<file path="config.mk">
export PLATFORM = sky130hd
export DESIGN_NAME = sccb_ov5640_master
export DESIGN_NICKNAME = d
export VERILOG_FILES = /design/src/rtl/sccb_ov5640_master.sv
export SDC_FILE = /design/constraint.sdc
export NUM_CORES = 1
export LEC_CHECK = 0
export BUFFER_PORTS_ARGS = -buffer_cell sky130_fd_sc_hd__buf_4
export CORE_UTILIZATION = 46
export CTS_CLUSTER_SIZE = 16
export DETAILED_ROUTE_END_ITERATION = 8
export HOLD_SLACK_MARGIN = 0.06
export PLACE_DENSITY = 0.77
export SYNTH_ARGS = -nofsm -noshare
export SYNTH_HDL_FRONTEND = slang
export SYNTH_SLANG_ARGS = --single-unit
</file>
<file path="constraint.sdc">
create_clock -name clk_sys -period 3.5 [get_ports clk_sys]
set_input_delay 0.525 -clock clk_sys [delete_from_list [all_inputs] [get_ports clk_sys]]
set_output_delay 0.525 -clock clk_sys [all_outputs]
set_load 0.1 [all_outputs]
</file>
<file path="src/rtl/sccb_ov5640_master.sv">
// SCCB 3-phase write master for OV5640 register configuration: DEV_ID, addr hi, addr lo, data.
// Optional ACK checking with early STOP is enabled by defining SCCB_ACK_CHECK_EN.
module sccb_ov5640_master #(
    parameter int unsigned CLK_FREQ_HZ  = 50_000_000,
    parameter int unsigned SCCB_FREQ_HZ = 100_000,
    parameter logic [7:0]  DEV_ID       = 8'h78,
    parameter int unsigned GAP_QUARTERS = 4
) (
    input  logic        clk_sys,
    input  logic        reset_n,
    input  logic        start,
    input  logic [15:0] address,
    input  logic [7:0]  data,
    output logic        ready,
    output logic        busy,
    output logic        sio_c,
    output logic        sio_d_oe,
    input  logic        sio_d_in,
    output logic        nack_err
);

    localparam int unsigned DIV = CLK_FREQ_HZ / (4 * SCCB_FREQ_HZ);
    localparam int unsigned DW  = (DIV < 2) ? 1 : $clog2(DIV);
    localparam int unsigned GW  = (GAP_QUARTERS < 2) ? 1 : $clog2(GAP_QUARTERS);

    if (DIV < 2) begin : g_div_check
        $error("sccb_ov5640_master: CLK_FREQ_HZ/(4*SCCB_FREQ_HZ) must be at least 2");
    end

    typedef enum logic [2:0] {StArm, StListen, StStart, StByte, StStop, StGap} state_e;

    state_e          state_q, state_d;
    logic [DW-1:0]   div_q, div_d;
    logic [1:0]      qtr_q, qtr_d;
    logic [3:0]      bit_q, bit_d;
    logic [1:0]      byte_q, byte_d;
    logic [GW-1:0]   gap_q, gap_d;
    logic [31:0]     shift_q, shift_d;
    logic            ready_d, busy_d, sio_c_d, oe_d;
    logic            tick, tx_bit, ack_fail;
    logic [4:0]      bit_idx;

    assign tick = (div_q == DW'(DIV - 1));

`ifdef SCCB_ACK_CHECK_EN
    logic nack_q;

    // Slave left SIO_D high during the ACK slot of the current byte.
    assign ack_fail = tick && (state_q == StByte) && (qtr_q == 2'd3) && (bit_q == 4'd8)
                      && sio_d_in;

    always_ff @(posedge clk_sys or negedge reset_n) begin
        if (!reset_n) begin
            nack_q <= 1'b0;
        end else begin
            nack_q <= ack_fail;
        end
    end

    assign nack_err = nack_q;
`else
    logic unused_sio_d_in;

    assign unused_sio_d_in = sio_d_in;
    assign ack_fail        = 1'b0;
    assign nack_err        = 1'b0;
`endif

    always_comb begin
        state_d = state_q;
        qtr_d   = qtr_q;
        bit_d   = bit_q;
        byte_d  = byte_q;
        gap_d   = gap_q;
        shift_d = shift_q;
        // Free-running quarter divider, realigned whenever LISTEN is left.
        div_d   = (state_q == StListen || tick) ? '0 : div_q + 1'b1;
        unique case (state_q)
            StArm: state_d = StListen;
            StListen: begin
                if (start) begin
                    shift_d = {DEV_ID, address, data};
                    qtr_d   = '0;
                    bit_d   = '0;
                    byte_d  = '0;
                    state_d = StStart;
                end else begin
                    state_d = StArm;
                end
            end
            StStart: begin
                if (tick) begin
                    qtr_d = qtr_q + 2'd1;
                    if (qtr_q == 2'd3) state_d = StByte;
                end
            end
            StByte: begin
                if (tick) begin
                    qtr_d = qtr_q + 2'd1;
                    if (qtr_q == 2'd3) begin
                        if (bit_q == 4'd8) begin
                            bit_d = '0;
                            if (byte_q == 2'd3 || ack_fail) begin
                                byte_d  = '0;
                                state_d = StStop;
                            end else begin
                                byte_d = byte_q + 2'd1;
                            end
                        end else begin
                            bit_d = bit_q + 4'd1;
                        end
                    end
                end
            end
            StStop: begin
                if (tick) begin
                    qtr_d = qtr_q + 2'd1;
                    if (qtr_q == 2'd3) begin
                        gap_d   = '0;
                        state_d = (GAP_QUARTERS == 0) ? StArm : StGap;
                    end
                end
            end
            StGap: begin
                if (tick) begin
                    if (gap_q == GW'(GAP_QUARTERS - 1)) state_d = StArm;
                    else gap_d = gap_q + GW'(1);
                end
            end
            default: state_d = StArm;
        endcase
    end

    // Outputs are decoded from the next state so they register in step with it.
    assign bit_idx = {byte_d, bit_d[2:0]};
    assign tx_bit  = shift_q[~bit_idx];

    always_comb begin
        sio_c_d = 1'b1;
        oe_d    = 1'b0;
        case (state_d)
            StStart: begin
                sio_c_d = (qtr_d != 2'd3);
                oe_d    = (qtr_d != 2'd0);
            end
            StByte: begin
                sio_c_d = qtr_d[1];
                oe_d    = (bit_d != 4'd8) && !tx_bit;
            end
            StStop: begin
                sio_c_d = (qtr_d != 2'd0);
                oe_d    = !qtr_d[1];
            end
            default: ;
        endcase
        ready_d = (state_d == StArm);
        busy_d  = (state_d != StArm) && (state_d != StListen);
    end

    always_ff @(posedge clk_sys or negedge reset_n) begin
        if (!reset_n) begin
            state_q  <= StArm;
            div_q    <= '0;
            qtr_q    <= '0;
            bit_q    <= '0;
            byte_q   <= '0;
            gap_q    <= '0;
            shift_q  <= '0;
            ready    <= 1'b0;
            busy     <= 1'b0;
            sio_c    <= 1'b1;
            sio_d_oe <= 1'b0;
        end else begin
            state_q  <= state_d;
            div_q    <= div_d;
            qtr_q    <= qtr_d;
            bit_q    <= bit_d;
            byte_q   <= byte_d;
            gap_q    <= gap_d;
            shift_q  <= shift_d;
            ready    <= ready_d;
            busy     <= busy_d;
            sio_c    <= sio_c_d;
            sio_d_oe <= oe_d;
        end
    end

endmodule
</file>
==> metrics.md <==
| Metric | Value |
|---|---|
| Routed length per instance | 14.46 um |
| Synth Flop Type | dfrtp_1 |
| Final period utilization | 0.8725 |
| Post-DRT Antenna Nets | 0 |
| Outcome | complete, no violations |
| Util after Layout | 0.5505 |
| Max Root-Sink Buffers | 2 |
| Vias in the first global route | 2,243 |
| Clock buffer count from CTS | 5 |
| Slew @ Worst Pin | 0.8605 ns |
| Clock-pin transition on the worst setup and hold timing paths | 0.10 ns |
| Area grow syn2layout | 12.10% |
| Compound-Gate Fraction of Synth Area | 0.1658 |
| Final WL | 5.915 mm |
| First-pass GRT wire length | 10.05 mm |
| Lkg Pwr | 1.482 nW |
| Die extent in y | 79.60 um |
| Die area | about 0.0063 mm2 |
| Sequential share of power | 0.589 |
| Combinational power share | 0.039 |
| CTS root buf | clkbuf_8 |
| Max Slew Vio Count | 0 |
| Final worst slack | roughly 0.45 ns |
| Synthesized area | 0.002770 mm2 |
| Residual DRC | 0 |
| EDFF count, synth | 0 |
| Max cap viols | 0 |
| CP Launch Point | qtr_q[0]$_DFF_PN0_ |
| Pre-CTS setup slack | roughly 0.53 ns |
| Area of placed instances | 0.003012 mm2 |
| Syn Nets | 345 |
| # nets final | 371 |
| Largest net degree at the start of global routing | 50 |
| Slew headroom | 0.4264 |
| NetSw | between 0.0002 and 0.00025 W |
| Synth warn | 0 |
| Number of diodes | 0 |
| Die width | 79.60 um |
| Row count | 27 |
| Boundary pin count | 33 |
| Clock power frac | 0.371 |
| Aggregate global routing overflow | 0 |
| Worst VDD drop | approximately 0.25 mV |
| WP data arrival | ~3.3 ns |
| Synth Area per Inst | 8.936 um2 |
| Clk_lat worst skew | 0.31 ns |
| CP endpoint kind | flop |
| Post-synth ARST share | 1.000 |
| Fin crit period | 3.054 ns |
| Sink Count | between 40 and 50 |
| Finished Layout Cells | 409 |
| Worst Skew | 0.01104 ns |
| Initial core utilization | 0.4910 |
| HPWL Detailed | roughly 4.3 mm |
| Number of setup buffers added after CTS | 0 |
| Via-to-Cell Ratio | 5.579 |
| Int Power | 0.0007303 W |
| TNS Setup | 0 ns |
| Critical Path RT | 3.71 ns |
| Yosys reg bits | 49 |
| Final Hold Viols | 0 |
| HP Class | primary input to async pin |
| Simple-gate area share of the yosys netlist | 0.2304 |
| CTS Hold Buffers Added | 0 |
| Reg2reg start | qtr_q[0]$_DFF_PN0_ |
| Fmax | around 0.33 GHz |
| Vias | 2,282 |
| Core box area | 0.005642 mm2 |
| CTS tree | done |
| Critical Path Source Type | flop |
| Final number of setup-violating endpoints | 0 |
| Worst Path Max Fanout | 15 |
| First DRT Iteration DRCs | 175 |
| Placed cells | 401 |
| Fraction of the mapped netlist area in adder cells | 0.03568 |
| Mux contribution to synthesized area | 0.04743 |
| Gr usage total | 0.2025 |
| Pwr dens | 309.1 mW/mm2 |
| Layout cell share with drive strength beyond 1 | 0.1691 |
| H-Tree Depth | 2 |
| Port Buf Inserts | 30 |
| Synth cell types | 54 |
| Kind of critical path | flop to flop |
| Net Sw Frac | 0.2391 |
| Resize count post-CTS | 0 |
| Post-Syn Instances | 310 |
| XOR/XNOR Fraction of Synth Area | 0.01581 |
| 1st-pass router iterations | 4 |
| Routability-driven placement congestion ratio | 0.8935 |
| Final instance area | about 0.0031 mm2 |
| Initial antenna violation count | 0 |
| Register area share after synthesis | 0.4431 |
| Largest family of logic cells by synthesized area | simple AND/OR/NAND/NOR gates |
| RSZ-0062 raised after global routing | false |
## metal layers
layer,up-vias,global-route usage,wire length (um)
li1,1133,-,-
met1,1077,0.2725,2660
met2,66,0.3256,2889
met3,6,0.03771,319
met4,0,0.06909,46
met5,-,0,0
## registers in the layout, summed over array words and instances, names as in the netlist
signal,flops
div_q,7
bit_q,4
busy,1
gap_q,2
ready,1
qtr_q,2
state_q,3
shift_q,25
sio_d_oe,1
byte_q,2
sio_c,1
## cells by family (layout without fill, tap and decap cells)
| logic type | Yosys count | count (layout) |
|---|---|---|
| fa+ha+maj | 8 | 8 |
| simple gates | 136 | 136 |
| compound gates | 66 | 66 |
| mux | 12 | 12 |
| flops | 49 | 49 |
| xor+xnor | 5 | 5 |
| buf+inv | 33 | 60 |
| other cells | 1 | 1 |
## critical path, cell delays in order (launching register included)
cell	delay, ns
dfrtp_1	0.47
ha_1	0.28
nand3_1	0.20
o41ai_4	0.45
o21a_1	0.59
mux2_2	0.41
o2111ai_1	0.21
nand4b_1	0.13
o31ai_1	0.22
## path summary, 6_finish.rpt
| kind | end | slack, ns | cells past startpoint |
|---|---|---|---|
| max in group asynchronous | shift_q[21]$_DFFE_PN0P_ | 2.87 | 1 |
| max | sio_d_oe$_DFF_PN0_ | 0.45 | 8 |
| min | gap_q[0]$_DFFE_PN0P_ | 0.20 | 1 |
| max reg2reg | sio_d_oe$_DFF_PN0_ | 0.45 | 8 |
| min in group clk_sys | shift_q[14]$_DFFE_PN0P_ | 0.40 | 3 |
| min reg2reg | shift_q[10]$_DFFE_PN0P_ | 0.48 | 2 |
## per-stage QoR
| step | power (W) | hold slack (ns) |
|---|---|---|
| floorplan | 0.0005830 | 0.2294 |
| global placement | 0.0006150 | 0.4546 |
| detailed placement | 0.0006158 | 0.4585 |
| CTS | 0.0009687 | 0.2496 |
| global route | 0.0009971 | 0.2711 |
| finish | 0.0009598 | 0.2031 |
## placed cells by master, fill, tap and decap left out, drive strengths merged, types with 5 or more instances in the layout
| cell type | synthesis | layout |
|---|---|---|
| ha | 7 | 7 |
| clkbuf | 7 | 5 |
| a21oi | 9 | 9 |
| inv | 19 | 21 |
| mux2i | 6 | 6 |
| mux2 | 6 | 6 |
| a31oi | 5 | 5 |
| buf | 7 | 33 |
| o211ai | 7 | 7 |
| nand2 | 77 | 77 |
| dfrtp | 48 | 48 |
| o21ai | 18 | 18 |
| nor2 | 18 | 18 |
| nand3 | 11 | 11 |
## cell type report
class                      instances  area, um2
inverter                          19      71.32
clock inverter                     3      25.02
multi-input combinational        228       1375
sequential                        49       1227
timing repair buffer              33      247.7
clock buffer                       5      68.82
tap                               72      90.09
fill                             512       2536
## cells in the mapped netlist (all sizes together) (2+ instances only)
cell	number	area, um2
nand2	77	289.0
dfrtp	48	1201
inv	19	71.32
nor2	18	67.56
o21ai	18	90.09
nand3	11	55.05
a21oi	9	45.04
buf	7	70.06
clkbuf	7	26.28
ha	7	87.58
o211ai	7	52.55
mux2	6	67.56
mux2i	6	63.81
a31oi	5	31.28
a211oi	4	30.03
o221ai	4	35.03
xor2	4	35.03
and3	3	18.77
and4	3	26.28
nand2b	3	18.77
nand3b	3	26.27
nand4	3	33.78
nor4	3	18.77
o2111ai	3	26.28
o21a	3	22.52
o22ai	3	18.77
or2	3	18.77
a221oi	2	17.52
nand4b	2	17.52
nor3	2	10.01
## power groups by stage
stage               sequential, W  clock (W)  combinational (W)
floorplan                0.000577          0         0.00000598
global placement         0.000577          0          0.0000382
detailed placement       0.000577          0          0.0000389
CTS                      0.000566   0.000364          0.0000391
global route             0.000566   0.000389          0.0000418
finish                   0.000566   0.000356          0.0000377
Power figures use the tool's default switching activity.
